==> config.mk <==
export PLATFORM = sky130hd
export DESIGN_NAME = uart_sender_arbiter
export DESIGN_NICKNAME = d
export VERILOG_FILES = /design/src/rtl/uart_sender_arbiter.sv
export SDC_FILE = /design/constraint.sdc
export NUM_CORES = 1
export LEC_CHECK = 0
export CORE_ASPECT_RATIO = 0.8
export CORE_MARGIN = 5
export CORE_UTILIZATION = 30
export CTS_CLUSTER_DIAMETER = 50
export DETAILED_ROUTE_END_ITERATION = 10
export PLACE_DENSITY = 0.62
export SYNTH_ARGS = -nofsm -noshare
export SYNTH_HDL_FRONTEND = slang
export SYNTH_SLANG_ARGS = --single-unit
export TNS_END_PERCENT = 50
==> constraint.sdc <==
create_clock -name clk -period 3.4 [get_ports clk]
set_clock_uncertainty 0.1 [all_clocks]
set_input_delay 0.34 -clock clk [delete_from_list [all_inputs] [get_ports clk]]
set_output_delay 0.34 -clock clk [all_outputs]
set_load 0.1 [all_outputs]
==> src/rtl/uart_sender_arbiter.sv <==
// ---------------------------------------------------------------------------
// uart_sender_arbiter
//
// Shares one UART sender between several element sources (matrix-gen echo,
// matrix display, result printer).  A source raises src_req for the length
// of a whole transaction (one matrix or one summary).  The arbiter grants
// ownership round-robin, then moves the owner's elements one at a time to
// the sender: latch + ack, start pulse, wait for snd_done, repeat.  The
// owner keeps the sender until it drops src_req, so frames from different
// sources never interleave.
//
// Optional feature (compile-time macro SENDER_TIMEOUT_EN):
//   defined   - a 16-bit watchdog bounds each WAIT_DONE phase to TIMEOUT_CYC
//               cycles; on expiry timeout_err is set (sticky until rst) and
//               the owner continues with its next element.
//   undefined - WAIT_DONE waits for snd_done indefinitely; timeout_err is 0.
//
// Ports:
//   clk          system clock
//   rst          asynchronous active-high reset
//   src_req      [N_REQ]         per-source transaction request (level)
//   src_valid    [N_REQ]         per-source element valid, held until acked
//   src_data     [N_REQ*DATA_W]  packed element data, source i at i*DATA_W
//   src_flags    [N_REQ*FLAG_W]  packed flags {sum_elem,sum_head,id,
//                                newline,last_col}, source i at i*FLAG_W
//   src_ack      [N_REQ]         one-cycle pulse: owner's element accepted
//   src_grant    [N_REQ]         one-hot current owner, zero when idle
//   snd_start                    one-cycle start pulse to the sender
//   snd_data     [DATA_W]        registered element for the sender
//   snd_flags    [FLAG_W]        registered flags for the sender
//   snd_done                     sender finished current element (pulse)
//   arb_busy                     high whenever the arbiter is not idle
//   timeout_err                  sticky watchdog error (optional feature)
// ---------------------------------------------------------------------------
module uart_sender_arbiter #(
  parameter int N_REQ       = 3,
  parameter int DATA_W      = 8,
  parameter int FLAG_W      = 5,
  parameter int TIMEOUT_CYC = 65535
) (
  input  logic                      clk,
  input  logic                      rst,
  input  logic [N_REQ-1:0]          src_req,
  input  logic [N_REQ-1:0]          src_valid,
  input  logic [N_REQ*DATA_W-1:0]   src_data,
  input  logic [N_REQ*FLAG_W-1:0]   src_flags,
  output logic [N_REQ-1:0]          src_ack,
  output logic [N_REQ-1:0]          src_grant,
  output logic                      snd_start,
  output logic [DATA_W-1:0]         snd_data,
  output logic [FLAG_W-1:0]         snd_flags,
  input  logic                      snd_done,
  output logic                      arb_busy,
  output logic                      timeout_err
);

  localparam int IDX_W = (N_REQ > 1) ? $clog2(N_REQ) : 1;

  localparam logic [1:0] S_IDLE  = 2'd0;
  localparam logic [1:0] S_OWN   = 2'd1;
  localparam logic [1:0] S_ISSUE = 2'd2;
  localparam logic [1:0] S_WAIT  = 2'd3;

  logic [1:0]       state;
  logic [IDX_W-1:0] rr_ptr;

  // Round-robin pick: first requester strictly after rr_ptr, wrapping.
  logic             win_any;
  logic [N_REQ-1:0] win_hot;
  logic [IDX_W-1:0] win_idx;
  logic [IDX_W-1:0] cand;

  always_comb begin
    win_any = 1'b0;
    win_hot = '0;
    win_idx = rr_ptr;
    cand    = '0;
    for (int k = 1; k <= N_REQ; k++) begin
      cand = IDX_W'((int'(rr_ptr) + k) % N_REQ);
      if (!win_any && src_req[cand]) begin
        win_any       = 1'b1;
        win_hot[cand] = 1'b1;
        win_idx       = cand;
      end
    end
  end

  // Owner view: the grant vector is one-hot, so AND-OR muxing is enough
  // and non-owner valids/data never reach the datapath.
  logic              own_req;
  logic              own_vld;
  logic [DATA_W-1:0] own_data;
  logic [FLAG_W-1:0] own_flags;

  always_comb begin
    own_req   = |(src_req & src_grant);
    own_vld   = |(src_valid & src_grant);
    own_data  = '0;
    own_flags = '0;
    for (int i = 0; i < N_REQ; i++) begin
      own_data  = own_data  | (src_data[i*DATA_W +: DATA_W] & {DATA_W{src_grant[i]}});
      own_flags = own_flags | (src_flags[i*FLAG_W +: FLAG_W] & {FLAG_W{src_grant[i]}});
    end
  end

`ifdef SENDER_TIMEOUT_EN
  localparam logic [15:0] TO_LAST = 16'(TIMEOUT_CYC - 1);
  logic [15:0] wd_cnt;
`endif

  always_ff @(posedge clk or posedge rst) begin
    if (rst) begin
      state       <= S_IDLE;
      rr_ptr      <= IDX_W'(N_REQ - 1);
      src_ack     <= '0;
      src_grant   <= '0;
      snd_start   <= 1'b0;
      snd_data    <= '0;
      snd_flags   <= '0;
      arb_busy    <= 1'b0;
      timeout_err <= 1'b0;
`ifdef SENDER_TIMEOUT_EN
      wd_cnt      <= '0;
`endif
    end else begin
      src_ack   <= '0;
      snd_start <= 1'b0;
      case (state)
        // Idle -> ownership: grant becomes visible with the state change.
        S_IDLE: begin
          if (win_any) begin
            src_grant <= win_hot;
            rr_ptr    <= win_idx;
            state     <= S_OWN;
            arb_busy  <= 1'b1;
          end
        end
        // Ownership: release on dropped request, otherwise take one element.
        S_OWN: begin
          if (!own_req) begin
            src_grant <= '0;
            state     <= S_IDLE;
            arb_busy  <= 1'b0;
          end else if (own_vld) begin
            snd_data  <= own_data;
            snd_flags <= own_flags;
            src_ack   <= src_grant;
            state     <= S_ISSUE;
          end
        end
        // Issue: start pulse lands while waiting for completion.
        S_ISSUE: begin
          snd_start <= 1'b1;
          state     <= S_WAIT;
`ifdef SENDER_TIMEOUT_EN
          wd_cnt    <= '0;
`endif
        end
        // Wait for the sender; snd_data/snd_flags stay put meanwhile.
        S_WAIT: begin
          if (snd_done) begin
            state <= S_OWN;
`ifdef SENDER_TIMEOUT_EN
          end else if (wd_cnt == TO_LAST) begin
            timeout_err <= 1'b1;
            state       <= S_OWN;
          end else begin
            wd_cnt <= wd_cnt + 16'd1;
`endif
          end
        end
        default: begin
          state     <= S_IDLE;
          src_grant <= '0;
          arb_busy  <= 1'b0;
        end
      endcase
    end
  end

endmodule

==> metrics, run 1 <==
CTS root buf=clkbuf_8; Mapped Cells=160; Buf/Inv on CP=1; routed vias=1,431; Final Setup Violations=0; clock-pin slew on the worst setup and hold paths=0.08 ns; Final min period=2.25 ns; die width=89.5 um; WL/cell=14.4 um; placed cell areas=2200 um2; fin nets=276; PortBufs=68; worst-margin pin slew=0.991 ns; drt pass-1 iters=4; number of vias per cell=5.11; 1st-iter DRT viols=153; area delta synth->final=48.1%; multi-input logic area=773 um2; first-pass GRT wire length=6450 um; Ant. Diodes=0; final instance area=2240 um2; FILL cells=486; largest net degree at the start of global routing=30; Crit Path Max Fanout=10; # H-tree levels=1; HP Class=flop to flop; initial antenna violation count=0; slowest stage delay, CP=0.57 ns; Total Wirelength=4030 um; post-synth net total=217; Synth warnings=1; # clock sinks=25; TritonCTS Buffers=3; routability cong.=0.850; Syn Std Cell Area=1520 um2; CTS tree=done; Crit path required time=3.50 ns; outcome=finished clean; GRT overflow=0; number of global-route vias before repair=1,314; layout cell share with drive strength beyond 1=0.0550; average size of a mapped cell=9.47 um2; worst skew pair latency=0.26 ns; setup TNS=0 ns; Antenna Violating Nets Remaining=0; Async SR Flop Fraction=1.00; final number of max-transition violations=0; PostCTS Resize Cnt=0; CP top delay family=compound AO/OA/AOI/OAI gates; Relative slew margins=0.337; postcts setup bufs=0; Post-synth top flop=dfrtp_1; Startpoint Class=flop; VDD IR max=0.576 mV; Remaining DRCs=0; slowest CP cell=dfstp_2; achievable clock frequency=445 MHz; Boundary Pins=70; total track usage=0.125; num rows=23; Crit path arrival time=2.35 ns; core area=4950 um2; endpoints failing hold=0; die span in y=73.6 um; post-synthesis register bit count=25; detailed placement HPWL=3080 um; CTS Buffer Depth=2; fin crit share=0.661; max_cap viols=0; FF/Latch Area=627 um2; Setup CP Type=flop to flop; Post-CTS Hold Buffers=0; Cell Chain, Critical Path=inv_1 -> ha_1 -> a22o_1 -> a211o_1 -> and2_4 -> o31ai_1 -> a32o_1; RSZ-0062 raised after global routing=no; sequential share of the synthesized area=0.414; Die ar.=6580 um2; Yosys cell types=36; Initial Util=0.306; Leak Pwr=0.963 nW; P per Cell Area=1110 nW/um2; Setup crit end kind=flop; EDFF count, synth=0
## layer usage
metal / up-vias / global-route usage / wire (um)
li1: 706 / - / -
met1: 666 / 0.177 / 1730
met2: 59 / 0.189 / 1880
met3: 0 / 0.0460 / 417
met4: 0 / 0.0116 / 0
met5: - / 0 / 0
## per-stage QoR
| step | hold WS (ns) | cells | total power [mW] | worst slack [ns] | util |
|---|---|---|---|---|---|
| 2_1_floorplan | 0.267 | 160 | 1.94 | 1.08 | - |
| 3_3_place_gp | 0.401 | 276 | 2.33 | 1.07 | 0.444 |
| 3_5_place_dp | 0.395 | 276 | 2.34 | 1.02 | 0.444 |
| 4_1_cts | 0.414 | 280 | 2.52 | 1.15 | 0.453 |
| 5_1_grt | 0.440 | 280 | 2.67 | 0.996 | 0.453 |
| 6_report | 0.406 | 280 | 2.49 | 1.15 | 0.453 |
## logic make-up (layout without fill, tap and decap cells)
logic type	after synthesis	after routing	synth area share
other	1	1	0.00247
AOI/OAI and AO/OA	57	57	0.281
and+or+nand+nor	36	36	0.111
DFF	25	25	0.414
adders and majority gates	9	9	0.0743
buffers and inverters	26	84	0.0776
muxes	6	6	0.0396
## synth_stat cells (2+ instances only)
cell type	count	share of area
nand2_1	6	0.015
dfrtp_1	24	0.40
o31ai_1	2	0.0099
nand2b_1	2	0.0083
nor2_1	18	0.045
o22ai_1	2	0.0083
a222oi_1	16	0.11
a22oi_1	2	0.0099
o21ai_0	5	0.017
ha_1	9	0.074
buf_2	7	0.023
inv_1	11	0.027
nor2b_1	2	0.0083
clkbuf_1	6	0.015
and2_1	3	0.012
mux2i_1	6	0.040
a211o_1	2	0.012
a21oi_1	16	0.053
a22o_1	4	0.023
## final timing paths
check,startpoint,to,slack [ns],depth (start not counted)
min reg2reg,arb_busy,arb_busy,0.41,1
max reg2reg,rr_ptr[1],src_grant[1],1.15,7
max,rr_ptr[1],src_grant[1],1.15,7
max in group asynchronous,rst,src_grant[1],2.17,2
min in group asynchronous,rst,state[0],0.47,2
min,arb_busy,arb_busy,0.41,1
## report_power, final
group | internal (mW) | switching (mW)
logic | 0.560 | 1.20
registers | 0.423 | 0.144
clock network | 0.0836 | 0.0870
total | 1.07 | 1.43
## sequential cells by signal, summed over array words and instances, names as in the netlist
register	cells
snd_data	8
snd_flags	5
src_ack	3
src_grant	3
rr_ptr	2
state	2
arb_busy	1
snd_start	1
## cell usage in the layout (no fill, tap or decap), types with 2 or more instances in the layout
cell type,count
clkbuf_8,3
a22o_1,4
a21oi_1,16
nor2_1,18
inv_1,11
ha_1,9
nand2b_1,2
mux2i_1,6
a222oi_1,16
nand2_1,6
clkdlybuf4s50_1,65
a211o_1,2
a22oi_1,2
buf_4,4
o31ai_1,2
o22ai_1,2
and2_1,3
dfrtp_1,24
o21ai_0,5
## worst register-to-register path, cell delays in order (launching register included)
cell and delay (ns):
dfstp_2 0.57, inv_1 0.06, ha_1 0.30, a22o_1 0.27
a211o_1 0.29, and2_4 0.16, o31ai_1 0.24, a32o_1 0.20
## final cells by class
| class | count | area share |
|---|---|---|
| multi-input cells | 109 | 0.344 |
| repair buffers | 69 | 0.303 |
| flip-flops and latches | 25 | 0.279 |
| well taps | 62 | 0.0346 |
| clock buffers | 4 | 0.0201 |
| inverters | 11 | 0.0184 |
Power figures use the tool's default switching activity.
==> run 2, diff against run 1 <==
==> constraint.sdc (replaced) <==
create_clock -name clk -period 2.2 [get_ports clk]
set_clock_uncertainty 0.1 [all_clocks]
set_input_delay 0.22 -clock clk [delete_from_list [all_inputs] [get_ports clk]]
set_output_delay 0.22 -clock clk [all_outputs]
set_load 0.1 [all_outputs]
==> run 2 against run 1 <==
Non-clock buffer count up 17. Sequential share of layout area fell by 1.3 points. Maximum frequency grew 5.7%. Worst setup slack got worse by 1.1 ns. Global-route usage grew 0.89 points. Critical path type unchanged. Largest power group unchanged.
==> metrics, run 2 (synthesized netlist as in run 1, its figures left out) <==
Total Wirelength=4450 um (+10%); biggest regs=snd_data (8), snd_flags (5); internal power=1.76 mW (+65%); CP top delay family=compound AO/OA/AOI/OAI gates; Post-CTS Hold Buffers=0 (unchanged); Crit Path Max Fanout=12 (+2); Leak Pwr=1.08 nW (+12%); achievable clock frequency=470 MHz (+5.7%); HP Class=input port to async pin; setup TNS=0 ns (unchanged); VDD IR max=1.02 mV (+77%); routability cong.=0.830 (-2.4%); Combinational Power Share=0.736 (+0.032); CTS Buffer Depth=2 (unchanged); most frequent cells in the layout=47 x clkdlybuf4s50_1, 38 x buf_4, 21 x dfrtp_1; Final Setup Violations=0 (unchanged); number of global-route vias before repair=1,466 (+12%); # H-tree levels=1 (unchanged); P per Cell Area=1710 nW/um2 (+54%); detailed placement HPWL=3600 um (+17%); slowest CP cell=dfstp_2; Net Sw Frac=0.567 (-0.00494); GRT overflow=0 (unchanged); PostCTS Resize Cnt=0 (unchanged); fin crit share=0.966 (+0.305); clock-pin slew on the worst setup and hold paths=0.09 ns (about the same); total track usage=0.134 (+0.00889); CTS root buf=clkbuf_8; die width=89.5 um (unchanged); 1st-iter DRT viols=120 (-22%); Net Sw Power=2.30 mW (+61%); clock network power share=0.066 (-0.002); core area=4950 um2 (unchanged); slowest stage delay, CP=0.57 ns (about the same); num rows=23 (unchanged); fin util=0.479 (+0.0253); met3 WL post-DR=344 um (-18%); endpoints failing hold=0 (unchanged); Boundary Pins=70 (unchanged); met1 wire length=2000 um (+16%); commonest non-fill, non-tap cell in the layout=clkdlybuf4s50_1; postcts setup bufs=0 (unchanged); routed vias=1,526 (+6.6%); fin nets=293 (+6.2%); drt pass-1 iters=5 (+1); Crit path required time=2.25 ns (-1.25 ns); die span in y=73.6 um (unchanged); Remaining DRCs=0 (unchanged); WL/cell=15.0 um (+4.2%); initial antenna violation count=0 (unchanged); Crit path arrival time=2.18 ns (-0.17 ns); Ant. Diodes=0 (unchanged); sequential share of power=0.198 (-0.029); top sig layer=met4; met2 wire len=2090 um (+11%); Cell Chain, Critical Path=ha_1 -> a211o_1 -> a21oi_4 -> a222oi_1 -> buf_4 -> mux2i_1; TritonCTS Buffers=3 (unchanged); Setup crit end kind=flop; outcome=finished clean; final number of max-transition violations=0 (unchanged); Setup CP Type=flop to flop; Buf/Inv on CP=1 (unchanged); PortBufs=68 (unchanged); CTS tree=done; first-pass GRT wire length=6980 um (+8.2%); # clock sinks=25 (unchanged); Die ar.=6580 um2 (unchanged); worst skew pair latency=0.26 ns (about the same); layout cell share with drive strength beyond 1=0.234 (+0.179); Top reg by flops=snd_data; number of vias per cell=5.14 (+0.53%); max_cap viols=0 (unchanged); area delta synth->final=56.4%; Final min period=2.13 ns (-0.122 ns); Antenna Violating Nets Remaining=0 (unchanged); Initial Util=0.306 (unchanged); largest net degree at the start of global routing=30 (unchanged); Startpoint Class=flop; max reg flops=8 (unchanged)
[run 2: final cells by class]
class,instances,area [um2]
clock inverter,1,5.00
timing repair buffer,86,776
clock buffer,3,41.3
fill,489,2580
inverter,11,41.3
multi-input combinational,109,798
tap,62,77.6
sequential,25,631
[run 2: metrics by stage]
stage / hold slack [ns] / cell area (um2) / setup slack [ns] / total power [mW] / std cells
after detailed placement: 0.391 / 2300 / 0.0160 / 3.76 / 293
after global placement: 0.391 / 2300 / 0.0717 / 3.73 / 293
after CTS: 0.133 / 2340 / 0.00162 / 4.03 / 297
after floorplan: 0.146 / 1520 / 0.0993 / 3.00 / 160
after global routing: 0.167 / 2370 / -0.00636 / 4.31 / 297
final: 0.126 / 2370 / 0.0744 / 4.06 / 297
[run 2: final timing paths]
| kind | from | end | slack [ns] | cells after the start |
|---|---|---|---|---|
| setup / recovery | rr_ptr[1] | state[1] | 0.07 | 6 |
| hold / removal | rst | snd_start | 0.13 | 2 |
| setup reg to reg | rr_ptr[1] | state[1] | 0.07 | 6 |
| hold reg to reg | arb_busy | arb_busy | 0.40 | 1 |
| max in group asynchronous | rst | rr_ptr[1] | 1.32 | 3 |
| min in group clk | arb_busy | arb_busy | 0.40 | 1 |
[run 2: power by group through the flow]
stage,Combinational (mW),Clock [mW],Sequential (mW)
CTS,2.95,0.276,0.809
global placement,2.93,0,0.805
floorplan,1.12,0,1.88
global route,3.18,0.296,0.831
detailed placement,2.94,0,0.814
finish,2.99,0.267,0.806
[run 2: layer usage]
metal,up-vias,GRT usage
li1,744,-
met1,729,0.184
met2,51,0.213
met3,2,0.0381
met4,0,0.0198
met5,-,0
==> run 3, diff against run 2 <==
--- a/config.mk
+++ b/config.mk
@@ -7,10 +7,10 @@
 export LEC_CHECK = 0
 export CORE_ASPECT_RATIO = 0.8
 export CORE_MARGIN = 5
-export CORE_UTILIZATION = 30
+export CORE_UTILIZATION = 41
 export CTS_CLUSTER_DIAMETER = 50
 export DETAILED_ROUTE_END_ITERATION = 10
-export PLACE_DENSITY = 0.62
+export PLACE_DENSITY = 0.81
 export SYNTH_ARGS = -nofsm -noshare
 export SYNTH_HDL_FRONTEND = slang
 export SYNTH_SLANG_ARGS = --single-unit
==> run 3 against run 2 <==
First-iteration DRC count up 33%. Via count grew 1.8%. Largest power group unchanged. Worst setup slack lost 0.012 ns. Utilization is 17 points higher.
==> metrics, run 3 (synthesized netlist as in run 1, its figures left out) <==
outcome=finished clean; slowest stage delay, CP=0.56 ns (about the same); die width=78.0 um (-13%); setup TNS=0 ns (unchanged); P per Cell Area=1770 nW/um2 (+3.0%); max reg flops=8 (unchanged); number of vias per cell=5.80 (+13%); worst-margin pin slew=0.544 ns; Post-Layout Cell Count=268 (-9.8%); met3 Use GR=0.0520 (+0.0138); num rows=19 (-17%); routability cong.=0.915 (+10%); worst hold slack=0.152 ns (+0.0264 ns); GRT overflow=0 (unchanged); Post-CTS Hold Buffers=0 (unchanged); first-pass GRT wire length=6800 um (-2.7%); # H-tree levels=1 (unchanged); Relative slew margins=0.637; 1st-iter DRT viols=160 (+33%); routed vias=1,554 (+1.8%); most frequent cells in the layout=47 x clkdlybuf4s50_1, 29 x buf_4, 21 x dfrtp_1; die span in y=64.4 um (-12%); Remaining DRCs=0 (unchanged); Final min period=2.14 ns (+0.0122 ns); largest net degree at the start of global routing=30 (unchanged); initial antenna violation count=0 (unchanged); Setup crit end kind=flop; TritonCTS Buffers=3 (unchanged); Die ar.=5020 um2 (-24%); fin nets=284 (-3.1%); WL/cell=16.3 um (+9.1%); Leak Pwr=1.03 nW (-4.5%); Boundary Pins=70 (unchanged); Ant. Diodes=0 (unchanged); Setup CP Type=flop to flop; Startpoint Class=flop; GR Layer Usage met1=0.228 (+0.0437); worst reg2reg path depth=7 (+1); # clock sinks=25 (unchanged); Crit path required time=2.24 ns (about the same); detailed placement HPWL=3310 um (-7.8%); Total Wirelength=4380 um (-1.6%); Most Crowded Layer GR=met2; RSZ-0062 raised after global routing=yes; fin crit share=0.972 (+0.00554); PortBufs=68 (unchanged); endpoints failing hold=0 (unchanged); biggest regs=snd_data (8), snd_flags (5); HP Class=input port to async pin; achievable clock frequency=468 MHz (-0.57%); Final Setup Violations=0 (unchanged); Initial Util=0.434 (+0.127); Cell Chain, Critical Path=inv_1 -> ha_2 -> a22o_1 -> a211o_1 -> a21oi_2 -> a222oi_1 -> mux2i_1; number of global-route vias before repair=1,420 (-3.1%); clock-pin slew on the worst setup and hold paths=0.09 ns (about the same); layout cell share with drive strength beyond 1=0.195 (-0.0394); VDD IR max=1.18 mV (+17%); max_cap viols=0 (unchanged); final number of max-transition violations=0 (unchanged); slowest CP cell=dfstp_2; CTS Buffer Depth=2 (unchanged); total track usage=0.162 (+0.0285); Top reg by flops=snd_data; Antenna Violating Nets Remaining=0 (unchanged); worst skew pair latency=0.26 ns (about the same); placed cell count=264 (-9.9%); postcts setup bufs=0 (unchanged); area delta synth->final=49.4%; Crit Path Max Fanout=6 (-6); Crit path arrival time=2.17 ns (about the same); core area=3490 um2 (-29%); CTS tree=done; CTS root buf=clkbuf_8; FILL cells=289 (-41%); fin util=0.648 (+0.169); drt pass-1 iters=5 (unchanged); commonest non-fill, non-tap cell in the layout=clkdlybuf4s50_1; met2 Track Usage GR=0.252 (+0.0395)
-- run 3: cell count changes in the layout (fill, tap and decap cells not counted) --
cell	previous run	this run
buf_4	38	29
a21oi_2	0	1
a21oi_4	1	0
clkbuf_1	0	1
clkinv_2	1	0
nand3_1	0	1
nand3_2	1	0
-- run 3: critical path: cells and delay by family, from the launching register on --
family	cells	cell delay, ns
buf+inv	1	0.06
flops	1	0.56
mux	1	0.17
compound gates	4	0.92
fa+ha+maj	1	0.20
-- run 3: timing repair --
action	in CTS	in global routing
resized for setup	0	4
endpoints found under the setup margin	0	8
endpoints found under the hold margin	0	0
-- run 3: path summary, 6_finish.rpt --
path	endpoint	from	slack, ns
worst min-delay path	snd_data[3]	rst	0.15
max in group asynchronous	snd_data[1]	rst	1.29
worst min register to register	snd_data[4]	snd_data[4]	0.45
min in group clk	snd_data[4]	snd_data[4]	0.45
worst max-delay path	state[1]	rr_ptr[1]	0.06
worst max register to register	state[1]	rr_ptr[1]	0.06
-- run 3: metal layers --
layer / part of all wire / wire (um)
met1: 0.43 / 1880
met2: 0.46 / 1990
met3: 0.11 / 488
met4: 0.0027 / 12
met5: 0 / 0
-- run 3: metrics by stage --
stage | total power, mW | setup slack, ns | cell area, um2
2_1_floorplan | 3.00 | 0.0993 | 1520
3_3_place_gp | 3.64 | 0.0266 | 2210
3_5_place_dp | 3.68 | -0.0108 | 2210
4_1_cts | 3.96 | 0.00299 | 2250
5_1_grt | 4.21 | -0.0329 | 2260
6_report | 4.00 | 0.0622 | 2260
-- run 3: area by class of cell --
type	instances	area, um2	area share
well taps	42	52.6	0.0232
multi-input cells	109	786	0.347
inverters	11	41.3	0.0182
repair buffers	77	708	0.313
clock buffers	4	45.0	0.0199
flip-flops and latches	25	631	0.279
-- run 3: power breakdown --
part | total (mW) | internal, mW | switching, mW | leakage [nW]
Sequential | 0.848 | 0.660 | 0.187 | 0.320
Combinational | 2.88 | 0.911 | 1.97 | 0.688
Clock | 0.268 | 0.129 | 0.139 | 0.0228
Total | 4.00 | 1.70 | 2.30 | 1.03
